## src/rtl/uart_stop_check.sv

```systemverilog
`default_nettype none
// +--------------------------------------------------------------------------+
// | Module      : uart_stop_check                                            |
// | Description : UART stop-bit checker with majority vote and framing error |
// |               flag. Optional break detect: UART_STOP_BREAK_DETECT_EN.    |
// | Revision    : 1.0 - initial release                                      |
// +--------------------------------------------------------------------------+
module uart_stop_check #(
  parameter int OSR         = 16,
  parameter int STOP_HALVES = 2,
  parameter int VOTE        = 3
) (
  input  logic i_clk,
  input  logic i_rst,
  input  logic i_en,
  input  logic i_rx,
  input  logic i_start,
  input  logic i_data_zero,
  output logic o_busy,
  output logic o_ready,
  output logic o_frame_err,
  output logic o_break
);

  localparam int c_CW  = $clog2(2 * OSR + 2);
  localparam int c_V   = (VOTE == 3) ? 1 : 0;
  localparam int c_S0  = OSR / 2;
  localparam int c_S1  = (STOP_HALVES == 3) ? (OSR + OSR / 4) : (OSR + OSR / 2);
  localparam bit c_TWO = (STOP_HALVES > 2);
  localparam int c_END = (c_TWO ? c_S1 : c_S0) + c_V;

  localparam logic [c_CW-1:0] c_LO0  = c_CW'(c_S0 - c_V);
  localparam logic [c_CW-1:0] c_HI0  = c_CW'(c_S0 + c_V);
  localparam logic [c_CW-1:0] c_LO1  = c_CW'(c_S1 - c_V);
  localparam logic [c_CW-1:0] c_HI1  = c_CW'(c_S1 + c_V);
  localparam logic [c_CW-1:0] c_ENDL = c_CW'(c_END);

  typedef enum logic [1:0] {
    S_IDLE = 2'd0,
    S_STOP = 2'd1
`ifdef UART_STOP_BREAK_DETECT_EN
    , S_BRK = 2'd2
`endif
  } state_t;

  state_t          r_state, w_state_nxt;
  logic [c_CW-1:0] r_cnt, w_cnt_nxt;
  logic [1:0]      r_ones, w_ones_nxt;
  logic            r_err, w_err_nxt;
  logic            r_busy, r_ready, r_ferr, r_brk;
  logic            w_ready_nxt, w_ferr_nxt, w_brk_nxt;
  logic            w_win, w_dec, w_bit;
  logic [1:0]      w_votes;

`ifdef UART_STOP_BREAK_DETECT_EN
  logic r_zero, w_zero_nxt;
`else
  logic w_unused_zero;
  assign w_unused_zero = i_data_zero;
`endif

  // Vote window spans sample-1..sample+1 (or just the sample when VOTE=1);
  // the decision is taken on the last tick of the window.
  assign w_win   = ((r_cnt >= c_LO0) && (r_cnt <= c_HI0)) ||
                   (c_TWO && (r_cnt >= c_LO1) && (r_cnt <= c_HI1));
  assign w_dec   = (r_cnt == c_HI0) || (c_TWO && (r_cnt == c_HI1));
  assign w_votes = r_ones + {1'b0, i_rx};
  assign w_bit   = (VOTE == 3) ? w_votes[1] : i_rx;

  always_comb begin
    w_state_nxt = r_state;
    w_cnt_nxt   = r_cnt;
    w_ones_nxt  = r_ones;
    w_err_nxt   = r_err;
    w_ready_nxt = 1'b0;
    w_ferr_nxt  = 1'b0;
    w_brk_nxt   = 1'b0;
`ifdef UART_STOP_BREAK_DETECT_EN
    w_zero_nxt  = r_zero;
`endif
    case (r_state)
      S_IDLE: begin
        // A start coinciding with the completion pulse belongs to no frame.
        if (i_start && !r_ready) begin
          w_state_nxt = S_STOP;
          w_cnt_nxt   = '0;
          w_ones_nxt  = '0;
          w_err_nxt   = 1'b0;
`ifdef UART_STOP_BREAK_DETECT_EN
          w_zero_nxt  = i_data_zero;
`endif
        end
      end
      S_STOP: begin
        if (i_en) begin
          w_cnt_nxt = r_cnt + c_CW'(1);
          if (w_win) w_ones_nxt = w_votes;
          if (w_dec) begin
            w_ones_nxt = '0;
            if (!w_bit) w_err_nxt = 1'b1;
          end
          if (r_cnt == c_ENDL) begin
            w_ready_nxt = 1'b1;
            w_ferr_nxt  = w_err_nxt;
            w_state_nxt = S_IDLE;
`ifdef UART_STOP_BREAK_DETECT_EN
            if (r_zero && w_err_nxt) begin
              w_brk_nxt   = 1'b1;
              w_state_nxt = S_BRK;
            end
`endif
          end
        end
      end
`ifdef UART_STOP_BREAK_DETECT_EN
      S_BRK: begin
        if (i_en && i_rx) w_state_nxt = S_IDLE;
      end
`endif
      default: w_state_nxt = S_IDLE;
    endcase
  end

  always_ff @(posedge i_clk) begin
    if (i_rst) begin
      r_state <= S_IDLE;
      r_cnt   <= '0;
      r_ones  <= '0;
      r_err   <= 1'b0;
      r_busy  <= 1'b0;
      r_ready <= 1'b0;
      r_ferr  <= 1'b0;
      r_brk   <= 1'b0;
`ifdef UART_STOP_BREAK_DETECT_EN
      r_zero  <= 1'b0;
`endif
    end else begin
      r_state <= w_state_nxt;
      r_cnt   <= w_cnt_nxt;
      r_ones  <= w_ones_nxt;
      r_err   <= w_err_nxt;
      r_busy  <= (w_state_nxt != S_IDLE);
      r_ready <= w_ready_nxt;
      r_ferr  <= w_ferr_nxt;
      r_brk   <= w_brk_nxt;
`ifdef UART_STOP_BREAK_DETECT_EN
      r_zero  <= w_zero_nxt;
`endif
    end
  end

  assign o_busy      = r_busy;
  assign o_ready     = r_ready;
  assign o_frame_err = r_ferr;
  assign o_break     = r_brk;

endmodule
`default_nettype wire

```

## config.mk

```make
export PLATFORM = sky130hd
export DESIGN_NAME = uart_stop_check
export DESIGN_NICKNAME = d
export VERILOG_FILES = /design/src/rtl/uart_stop_check.sv
export SDC_FILE = /design/constraint.sdc
export NUM_CORES = 1
export LEC_CHECK = 0
export CAP_MARGIN = 0
export CORE_MARGIN = 2
export CORE_UTILIZATION = 51
export CTS_CLUSTER_DIAMETER = 30
export DETAILED_ROUTE_END_ITERATION = 10
export PLACE_DENSITY = 0.86
export REMOVE_ABC_BUFFERS = 1
export SYNTH_ARGS = -nofsm -noshare
export SYNTH_HDL_FRONTEND = slang
export SYNTH_SLANG_ARGS = --single-unit
```

## constraint.sdc

```tcl
create_clock -name i_clk -period 2.34 [get_ports i_clk]
set_input_delay 0.702 -clock i_clk [delete_from_list [all_inputs] [get_ports i_clk]]
set_output_delay 0.702 -clock i_clk [all_outputs]
set_load 0.05 [all_outputs]
```

=== Word level (Yosys, flattened, before mapping) ===
Cells that the tools add are included.

* Input port bits: 6
* Word-level logic and storage cells: 47
* Bits in registers: 14
* Output and inout port bits: 4

* Equality and inequality tests: 5
* Muxes and demuxes: 18
* Reductions and logical operators: 10
* Bitwise logic cells: 3
* Add/sub/neg operators: 2
* $lt $le $gt $ge: 2

{| class="wikitable"
|+ Operator list
! operator !! number
|-
| 2-bit two-way mux || 7
|-
| 6-bit two-way mux || 2
|-
| 6-bit case mux with 2 select lines || 1
|-
| 2-bit case mux with 2 select lines || 2
|-
| 6-bit by 1-bit adder with 6-bit output, second input constant || 1
|-
| 6-bit by 4-bit == test with 1-bit output, second input constant || 1
|-
| 6-bit by 3-bit >= comparator with 1-bit output, second input constant || 1
|-
| 6-bit by 4-bit less-or-equal comparator with 1-bit output, second input constant || 1
|-
| 1-bit two-way mux || 5
|-
| 2-bit != test, second input constant || 2
|-
| 4-bit AND reduction || 1
|-
| 2-bit nonzero test || 2
|-
| 4-bit OR reduction || 1
|-
| 3-bit != test, second input constant || 1
|-
| 1-bit inverter || 3
|-
| 3-bit AND reduction || 1
|-
| 3-bit OR reduction || 1
|-
| 2-bit by 1-bit adder with 2-bit output || 1
|-
| 2-bit by 1-bit == test with 1-bit output, second input constant || 1
|-
| 1-bit logical AND || 2
|-
| 2-bit logical NOT || 1
|-
| 1-bit case mux with 2 select lines || 1
|-
| 1-bit logical NOT || 1
|}

=== Logic depth before layout (Yosys ltp) ===
* Depth in word-level cells: 6
* Gate-level depth with buffers: 6
* Depth with buffers taken out: 6

=== Worst setup path before layout ===
Ideal clock, no wire load.

* Path kind: input to register
* Start point: in i_start
* End point: reg r_ones[1]
* Path slack: 0.481 ns
* Arrival: 1.731 ns
* Setup time: 0.128 ns
* Cell stages on the path: 5
* Required time: 2.212 ns
* Path buffers: 1
* Cell sequence: or4b_1 > buf_2 > a21bo_1 > o31ai_1 > a21oi_1

* Cells in the longest elaborated chain, start to end: 3

{| class="wikitable"
|+ Ends and longest elaborated chain
! element !! line !! source
|-
| from (decl) || 17 || <nowiki>input logic i_start,</nowiki>
|-
| 1-bit logical AND || 84 || <nowiki>if (i_start && !r_ready) begin</nowiki>
|-
| 2-bit != test (no line) || -- ||
|-
| 4-bit AND reduction (no line) || -- ||
|-
| to (signal assigned) || 140 || <nowiki>r_ones <= w_ones_nxt;</nowiki>
|-
| to (decl) || 48 || <nowiki>logic [1:0] r_ones, w_ones_nxt;</nowiki>
|}

No other way between the ends.
A chain may end at the register's enable or synchronous reset.

=== Final worst setup path ===
Same ends and word-level chain as after synthesis.

==> reports/qor.yml <==
final_layout:
  finalNetCount: 96
  fillers: 108
  drive_gt1_share_pct: 8.33
  antenna_cells: 0
  stdcell_area_um2: 802
  layoutNonFillerInstCount: 99
  areaGrowthSynthToFinish_pct: 14.7
  final_util_pct: 62.4
  mostFrequentLayoutCells: "14 x dfxtp_1, 7 x a21oi_1, 7 x clkdlybuf4s50_1"
  layout_commonest_cell: "dfxtp_1"
worst_hold_path:
  whs_endpoint: "o_frame_err"
  hp-class: "flop to flop"
  hold_depth: 1
  hp-start: "r_err"
placed_design:
  dpl-instance-area_um2: 779
  gp_congestion: 0.753
  dp_cells: 96
  io_buffers: 7
  dp_hpwl_um: 949
setup_path:
  end_kind: "flop"
  start_kind: "input pin"
  r2r_slack_ns: 0.61
  cp_data_arrival_time_ns: 2.31
  path_cells: "clkdlybuf4s50_1 > or4b_1 > a21bo_1 > o31ai_1 > a21oi_1"
  crit_path_top_delay_cell: "or4b_1"
  r2r-start: "r_state[0]"
  crit_path_max_fanout: 6
  required_ns: 2.50
  critical-path-max-stage-delay_ns: 0.57
  r2r_cells: 4
  critical_path_class: "input pin to flop"
  reg2reg_to: "r_ones[1]"
clock_network:
  path_clk_slew_ns: 0.07
  insertion_delay_ns: 0.28
  ctsResizeCount: 0
  cts_tree: "done"
  cts_max_level: 1
  cts_sinks: 14
  cts-root-buf: "clkbuf_4"
  holdBufCountCts: 0
  cts_buffers: 3
  postCtsSetupRepairBufs: 0
  clockBufferDepth: 2
detailed_routing:
  wire_per_inst_um: 12.9
  via_count: 563
  dr.first_iter.drc_count: 11
  drc: 0
  antenna_left: 0
  dr.pass1.iters: 4
  wirelength_um: 1280
  avgViaCountPerCell: 5.69
die:
  die_area_um2: 1680
  die_x_um: 41.0
  core_um2: 1280
  std_cell_rows: 13
  start_util_pct: 54.4
  die_height_um: 41.0
  io_pins: 10
timing:
  period_share_pct: 91.9
  tns_ns: 0
  setup_viol: 0
  timing.fmax_mhz: 465
  layout_min_cycle_time_ns: 2.15
  rsz0062_at_grt: "no"
  skew_ns: 0.00380
  final_hold_viol_count: 0
  finalMaxSlewViolations: 0
job:
  drv_cap: 0
synth:
  synth_top_area_cell: "dfxtp_1"
  netlist-cell-type-count: 32
  synth_cells: 76
  synth_edf_count: 0
  yosysSeqAreaShare_pct: 40.1
  synth_top_cell_area_share_pct: 40.1
  post_synth_instance_area_um2: 699
  yosysWarnings: 0
  ys.flop_type: "dfxtp_1"
  syn_area_per_cell_um2: 9.20
  ys_async_sr_fraction_pct: 0
  synthTopCellsByArea: "dfxtp_1 40%, ha_1 7.2%, a21oi_1 5.0%, xnor2_1 3.8%, nand4bb_1 3.2%"
  synth-seq-cells: 14
global_routing:
  overflow: 0
  grt_pass1_vias: 477
  grt_max_degree: 10
  grt_pass1_wl_um: 1990
  grt.total_usage_pct: 19.1
  antenna_found_initial: 0
power:
  ir_drop_uv: 316
  p_per_area_nw_per_um2: 512
  power_leakage_uw: 0.000286
  p_total_uw: 410
run_status:
  status: "finished clean"
==> registers in the layout, summed over array words and instances (netlist names) <==
signal and count:
r_cnt 6, o_frame_err 1, o_ready 1, r_err 1, o_busy 1, r_state 2, r_ones 2
==> synthesized netlist by cell type, types with 2 or more instances <==
cell type,count
a211oi_1,2
a21oi_1,7
clkbuf_1,2
dfxtp_1,14
ha_1,4
inv_1,3
nand2_1,3
nand3_1,4
nand3b_1,2
nand4bb_1,2
nor2_1,5
nor4_1,2
o21ai_0,3
or2b_1,2
xnor2_1,3
xor2_1,2
==> final cells by class <==
| class | instances | area, um^2 | share of cell area [%] |
|---|---|---|---|
| tap | 15 | 18.8 | 2.34 |
| sequential | 14 | 280 | 34.9 |
| multi-input combinational | 56 | 392 | 48.8 |
| timing repair buffer | 8 | 77.6 | 9.67 |
| inverter | 3 | 11.3 | 1.40 |
| clock buffer | 3 | 22.5 | 2.81 |
==> per-stage QoR <==
step                      hold WS (ns)  setup WS [ns]
after floorplan                  0.441          0.502
after global placement           0.451        -0.0642
after detailed placement         0.460        -0.0747
after CTS                        0.478          0.189
after global routing             0.495         0.0827
final                            0.475          0.190
==> per-layer routing <==
| metal | vias up | part of all wire [%] | global-route usage (%) |
|---|---|---|---|
| li1 | 287 | - | - |
| met3 | 5 | 5.5 | 3.26 |
| met5 | - | 0 | 0 |
| met1 | 253 | 45 | 23.9 |
| met4 | 0 | 3.0 | 15.0 |
| met2 | 18 | 46 | 28.5 |
==> worst max path at each step <==
stage,start,to
2_1_floorplan,i_start,r_ones[1]
3_3_place_gp,i_start,r_ones[1]
3_5_place_dp,i_start,r_ones[1]
4_1_cts,o_ready,o_ready
5_1_grt,i_start,r_ones[1]
6_report,i_start,r_ones[1]
==> kinds of logic after synthesis <==
logic type | after synthesis | synth area share [%]
compound gates | 17 | 15.6
buf+inv | 7 | 4.47
simple gates | 28 | 25.9
fa+ha+maj | 4 | 7.16
flops | 14 | 40.1
other cells | 1 | 0.536
xor+xnor | 5 | 6.26
==> worst max-delay path: cells and delay by family <==
family / cells / cell delay [ns]
AOI/OAI and AO/OA: 3 / 0.58
and+or+nand+nor: 1 / 0.57
buffers and inverters: 1 / 0.47
==> report_power, final <==
part	switching [uW]	total [uW]	leakage (uW)	internal (uW)
clock network	71.0	131	0.0000138	59.8
logic	19.8	34.9	0.000159	15.1
registers	3.64	245	0.000113	241
Note: power is estimated with default switching activity, not from simulation.
